[src/rtl/romram_seq_engine.sv]
// romram_seq_engine: ROM-to-RAM accumulate/copy sequencer with a reference compare and a done pulse.
// Optional ROMRAM_OVF_DETECT_EN adds a sticky carry-out flag for ACCUM.
module romram_seq_engine #(
  parameter int DW = 16,
  parameter int ROM_AW = 4,
  parameter int RAM_AW = 2,
  parameter logic [DW-1:0] CHECK_VAL = 16'h69
) (
  input  logic              clk,
  input  logic              rst_n,
  input  logic              start,
  input  logic              mode,
  input  logic [ROM_AW-1:0] src_addr,
  input  logic [ROM_AW:0]   count,
  input  logic [RAM_AW-1:0] dst_addr,
  input  logic [ROM_AW-1:0] ref_addr,
  input  logic [RAM_AW-1:0] rd_addr,
  output logic [DW-1:0]     rd_data,
  output logic              busy,
  output logic              done,
  output logic [DW-1:0]     result,
  output logic              match,
  output logic              overflow
);
  typedef enum logic [2:0] {IDLE, CLR, STEP, CMP, DONE} state_t;
  state_t state, state_nxt;
  logic md;
  logic [ROM_AW-1:0] src, rf;
  logic [ROM_AW:0] cnt, k;
  logic [RAM_AW-1:0] dst, wr_addr, last_addr;
  logic [DW-1:0] ram [2**RAM_AW];
  logic [DW-1:0] rom_word, cmp_val;
  function automatic logic [DW-1:0] rom(input logic [ROM_AW-1:0] a);
    return &a ? CHECK_VAL : DW'(a);
  endfunction
  assign rom_word = rom(src + ROM_AW'(k));
  assign wr_addr = md ? dst : dst + RAM_AW'(k);
  // the final COPY write always lands at dst+count-1, even after wrapping
  assign last_addr = dst + RAM_AW'(cnt) - 1'b1;
  assign cmp_val = md ? ram[dst] : (cnt == '0 ? '0 : ram[last_addr]);
  assign rd_data = ram[rd_addr];
`ifdef ROMRAM_OVF_DETECT_EN
  logic [DW:0] sum;
  logic ovf;
  assign sum = {1'b0, ram[dst]} + {1'b0, rom_word};
  always_ff @(posedge clk or negedge rst_n)
    if (!rst_n) ovf <= 1'b0;
    else if (state == CLR) ovf <= 1'b0;
    else if (state == STEP && md && sum[DW]) ovf <= 1'b1;
  assign overflow = ovf;
`else
  logic [DW-1:0] sum;
  assign sum = ram[dst] + rom_word;
  assign overflow = 1'b0;
`endif
  always_ff @(posedge clk or negedge rst_n)
    if (!rst_n) state <= IDLE;
    else state <= state_nxt;
  always_comb begin
    state_nxt = state;
    case (state)
      IDLE: state_nxt = start ? CLR : IDLE;
      CLR: state_nxt = cnt == '0 ? CMP : STEP;
      STEP: state_nxt = k + 1'b1 == cnt ? CMP : STEP;
      CMP: state_nxt = DONE;
      default: state_nxt = IDLE;
    endcase
  end
  always_ff @(posedge clk or negedge rst_n)
    if (!rst_n) begin
      {md, src, cnt, dst, rf, k} <= '0;
      {busy, done, match} <= '0;
      result <= '0;
    end else begin
      case (state)
        IDLE: if (start) begin
          {md, src, cnt, dst, rf} <= {mode, src_addr, count, dst_addr, ref_addr};
          busy <= 1'b1;
        end
        CLR: k <= '0;
        STEP: k <= k + 1'b1;
        CMP: begin
          result <= cmp_val;
          match <= cmp_val == rom(rf);
          done <= 1'b1;
        end
        DONE: {busy, done} <= '0;
        default: ;
      endcase
    end
  // RAM is deliberately outside reset so partial writes survive an abort
  always_ff @(posedge clk)
    if (state == CLR && md) ram[dst] <= '0;
    else if (state == STEP) ram[wr_addr] <= md ? sum[DW-1:0] : rom_word;
endmodule

[config.mk]
export PLATFORM = sky130hd
export DESIGN_NAME = romram_seq_engine
export DESIGN_NICKNAME = d
export VERILOG_FILES = /design/src/rtl/romram_seq_engine.sv
export SDC_FILE = /design/constraint.sdc
export NUM_CORES = 1
export LEC_CHECK = 0
export ABC_AREA = 1
export CAP_MARGIN = 20
export CORE_ASPECT_RATIO = 0.7
export CORE_MARGIN = 4
export CORE_UTILIZATION = 35
export CTS_CLUSTER_DIAMETER = 40
export DETAILED_ROUTE_END_ITERATION = 7
export PLACE_DENSITY_LB_ADDON = 0.25
export SYNTH_ARGS = -nofsm -noshare
export SYNTH_HDL_FRONTEND = slang
export SYNTH_SLANG_ARGS = --single-unit
export TNS_END_PERCENT = 50
[constraint.sdc]
create_clock -name clk -period 3.52 [get_ports clk]
set_input_delay 0.704 -clock clk [delete_from_list [all_inputs] [get_ports clk]]
set_output_delay 0.704 -clock clk [all_outputs]
set_load 0.005 [all_outputs]
==> run summary <==
====================================================================================
Netlist cell types                                                                46
Clock-pin slew on the worst setup and hold paths                             0.08 ns
Primary FF master, synth                                                sky130_fd_sc_hd__edfxtp_1
Remaining number of nets flagged by the antenna check after routing                0
Mapped Nets                                                                      843
Cell area after synthesis                                               0.006521 sq mm
Yosys top cell area share                                                     29.47%
Initial detailed-routing violation count                                         578
Via count of the first global-routing pass                                      5498
Clock tree from TritonCTS                                                       done
Syn-to-layout area delta                                                      17.57%
Post-CTS Setup Repair Bufs                                                         0
Fraction of layout instances using a drive strength above 1                   9.573%
Reg-to-reg critical path startpoint                                     src[0]$_DFFE_PN0P_
Hold-fix buffer count after cts                                                    0
Power density of the placed cells                                       1119 mW/mm^2
Number of cells traversed by the worst register-to-register path                  13
Slowest-stage cell, CP                                                  sky130_fd_sc_hd__fa_1
Maximum number of pins on one net before global-route repair                      44
Total negative setup slack                                                      0 ns
Global-route wire length before repair                                  30390 microns
Top area cells in the synthesized netlist                               sky130_fd_sc_hd__edfxtp_1, sky130_fd_sc_hd__dfrtp_1, sky130_fd_sc_hd__nand2_1
Pins over their slew limit                                                         0
Drt via density                                                                5.180
Reported leakage power                                                      3.304 nW
Width of the die                                                        171.2 microns
IO Count                                                                          57
Initial cell density of the core                                              35.91%
Routed WL                                                               19050 microns
Final Setup Violations                                                             0
Layout Cells excl Fill                                                          1103
Nature of the critical path endpoint                                       flip-flop
Internal reg-to-reg setup slack                                              0.36 ns
Headroom to the max-slew limit                                                49.54%
Run status                                                              complete, no violations
Final worst path period share                                                 89.77%
Post-detailed-route wirelength per cell                                 17.27 microns
Total vias in the final route                                                   5713
Slowest Stage Delay on Critical Path                                         0.51 ns
DIE HEIGHT                                                              122.2 microns
Final min period                                                            3.160 ns
Hold Violations, Final                                                             0
Number of remaining DRC errors                                                     0
Antenna violations before repair                                                   0
Clock root buffer master                                                sky130_fd_sc_hd__clkbuf_16
Total grt overflow                                                                 0
Iteration count of the initial detailed-routing pass                               5
Post-cts sizing count                                                              0
Origin of the worst setup path                                          src[0]$_DFFE_PN0P_
Cell type with the largest total area after synthesis                   sky130_fd_sc_hd__edfxtp_1
H-tree depth                                                                       3
GRT Util Overall                                                              18.91%
Number of port buffers                                                            55
Number of warnings issued by yosys                                                 0
Hold crit path type                                                     input port to asynchronous set/reset pin
Peak fanout along the critical path                                                8
Max Clock Skew                                                           0.009234 ns
Core ar.                                                                0.01816 sq mm
Number of instances in the synthesized netlist                                   809
Rows                                                                              41
Count of fill cells added during filler insertion                               1834
Critical path class                                                     flip-flop to flip-flop
Die outline area                                                        0.02092 sq mm
Clock buffer depth                                                                 2
HPWL after detailed placement                                           13810 microns
Post-synth EDFFs                                                                  64
Achievable Freq                                                           0.3165 GHz
Number of clock sinks seen by CTS                                                107
RR Endpoint                                                             ram[1][7]$_DFFE_PP_
Yosys reg bits                                                                   107
Data required time of the worst path                                         3.67 ns
Max-cap violation count                                                            0
Clock latency on the worst-skew pair                                         0.36 ns
Area of the multi-input gates                                           0.002988 sq mm
Most common cell in the synthesized netlist                             sky130_fd_sc_hd__nand2_1
Register area                                                           0.002998 sq mm
VDD IR-drop max                                                             420.2 uV
Placed Instances                                                                1086
Most frequent cells after synthesis                                     sky130_fd_sc_hd__nand2_1, sky130_fd_sc_hd__nor2_1, sky130_fd_sc_hd__o21ai_0
Data arrival time of the critical path                                       3.31 ns
Number of buffers inserted during clock tree synthesis                             9
Startpoint type of the worst setup path                                    flip-flop
Post-synthesis area per instance                                         8.061 sq um
Number of nets in the layout                                                     896
Routability Congestion                                                        0.9787
Worst-Margin Slew                                                          0.7560 ns
Sequential fraction of the synthesis area                                     45.97%
CP cell instances                                                       ha_1 > fa_1 > nand2_1 > nor2_1 > nand3_2 > inv_1 > ha_1 > inv_1 > o21ai_0 > a31oi_1 > nand2_2 > xor2_1 > nor2_1
Ant diodes                                                                         0
Proportion of synthesized flip-flops having asynchronous set or reset         40.19%
RSZ-0062 raised after global routing                                           false
====================================================================================
[kinds of logic after synthesis]
family / count (synthesis) / synth area share [%]
multiplexers: 12 / 1.976
flip-flops: 107 / 45.97
AO/OA/AOI/OAI: 162 / 13.55
other: 1 / 0.05750
AND/OR/NAND/NOR: 379 / 25.36
adder cells (fa/ha/maj): 13 / 2.724
XOR/XNOR: 16 / 2.149
buffers and inverters: 119 / 8.212
[stage by stage]
stage	setup WS [ns]	hold slack, ns	cell area, sq um	power [W]	utilization, %
finish	0.3600	0.2239	7667	0.008580	42.22
global route	0.1794	0.2361	7667	0.009335	42.22
CTS	0.3699	0.4799	7647	0.008538	42.11
detailed placement	0.3898	0.4617	7331	0.007428	40.37
global placement	0.3904	0.4606	7331	0.007404	40.37
floorplan	0.6868	0.4084	6521	0.005858	-
[routing by layer]
metal | global-route usage, % | share of wire (%) | vias to the layer above
li1 | - | - | 2818
met1 | 28.99 | 49 | 2622
met2 | 25.84 | 40 | 252
met3 | 5.449 | 9.8 | 21
met4 | 4.998 | 1.2 | 0
met5 | 0 | 0 | -
[cell usage in the layout, fill, tap and decap left out, types with 3 or more instances in the layout]
cell                              instances
sky130_fd_sc_hd__nor2_1                  95
sky130_fd_sc_hd__o21ai_0                 91
sky130_fd_sc_hd__o211ai_1                 5
sky130_fd_sc_hd__a31oi_1                  8
sky130_fd_sc_hd__clkdlybuf4s50_1         54
sky130_fd_sc_hd__nand2_1                190
sky130_fd_sc_hd__nand3_2                  9
sky130_fd_sc_hd__xnor2_1                  3
sky130_fd_sc_hd__buf_12                   3
sky130_fd_sc_hd__nor2_2                   3
sky130_fd_sc_hd__nor3_1                   3
sky130_fd_sc_hd__mux2_2                   7
sky130_fd_sc_hd__edfxtp_1                64
sky130_fd_sc_hd__buf_4                   20
sky130_fd_sc_hd__nand4_1                  7
sky130_fd_sc_hd__a21oi_1                 27
sky130_fd_sc_hd__mux2i_1                  5
sky130_fd_sc_hd__xor2_1                  13
sky130_fd_sc_hd__clkbuf_16               10
sky130_fd_sc_hd__dfrtp_1                 43
sky130_fd_sc_hd__o22ai_1                 18
sky130_fd_sc_hd__inv_1                   77
sky130_fd_sc_hd__nand3_1                 49
sky130_fd_sc_hd__o21ai_1                  6
sky130_fd_sc_hd__nand2_2                 12
sky130_fd_sc_hd__inv_2                    4
sky130_fd_sc_hd__ha_1                    11
[worst max-delay path by stage]
stage                     endpoint  cells after the start  slack (ns)
2_1_floorplan  ram[0][9]$_DFFE_PP_                     17        0.69
3_3_place_gp            rd_data[3]                      5        0.39
3_5_place_dp            rd_data[3]                      5        0.39
4_1_cts                 rd_data[3]                      5        0.37
5_1_grt        ram[0][4]$_DFFE_PP_                     11        0.18
6_report       ram[1][7]$_DFFE_PP_                     13        0.36
[report_power, final]
group | switching [W] | internal (W) | leakage [nW]
clock | 0.000486 | 0.000600 | 0.157
combinational | 0.00347 | 0.00175 | 2.04
sequential | 0.000305 | 0.00196 | 1.11
total | 0.00427 | 0.00431 | 3.30
[registers in the layout, indices dropped and copies added, names as in the netlist]
| name | count |
|---|---|
| state | 3 |
| src | 4 |
| result | 16 |
| match | 1 |
| busy | 1 |
| rf | 4 |
| md | 1 |
| k | 5 |
| cnt | 5 |
| done | 1 |
| ram | 64 |
| dst | 2 |
[layout make-up]
type | instances | share of cell area, %
clock buffers | 10 | 3.264
inverters | 83 | 4.096
flip-flops and latches | 107 | 39.10
well taps | 236 | 3.851
clock inverters | 6 | 0.8649
repair buffers | 78 | 9.856
multi-input cells | 583 | 38.97
[critical path: cells and delay by family, from the launching register on]
kind / cells / cell delay, ns
DFF: 1 / 0.38
and+or+nand+nor: 5 / 0.78
adders and majority gates: 3 / 1.02
AOI/OAI and AO/OA: 2 / 0.32
buffers and inverters: 2 / 0.26
xor gates and xnor gates: 1 / 0.20
Power figures use the tool's default switching activity.
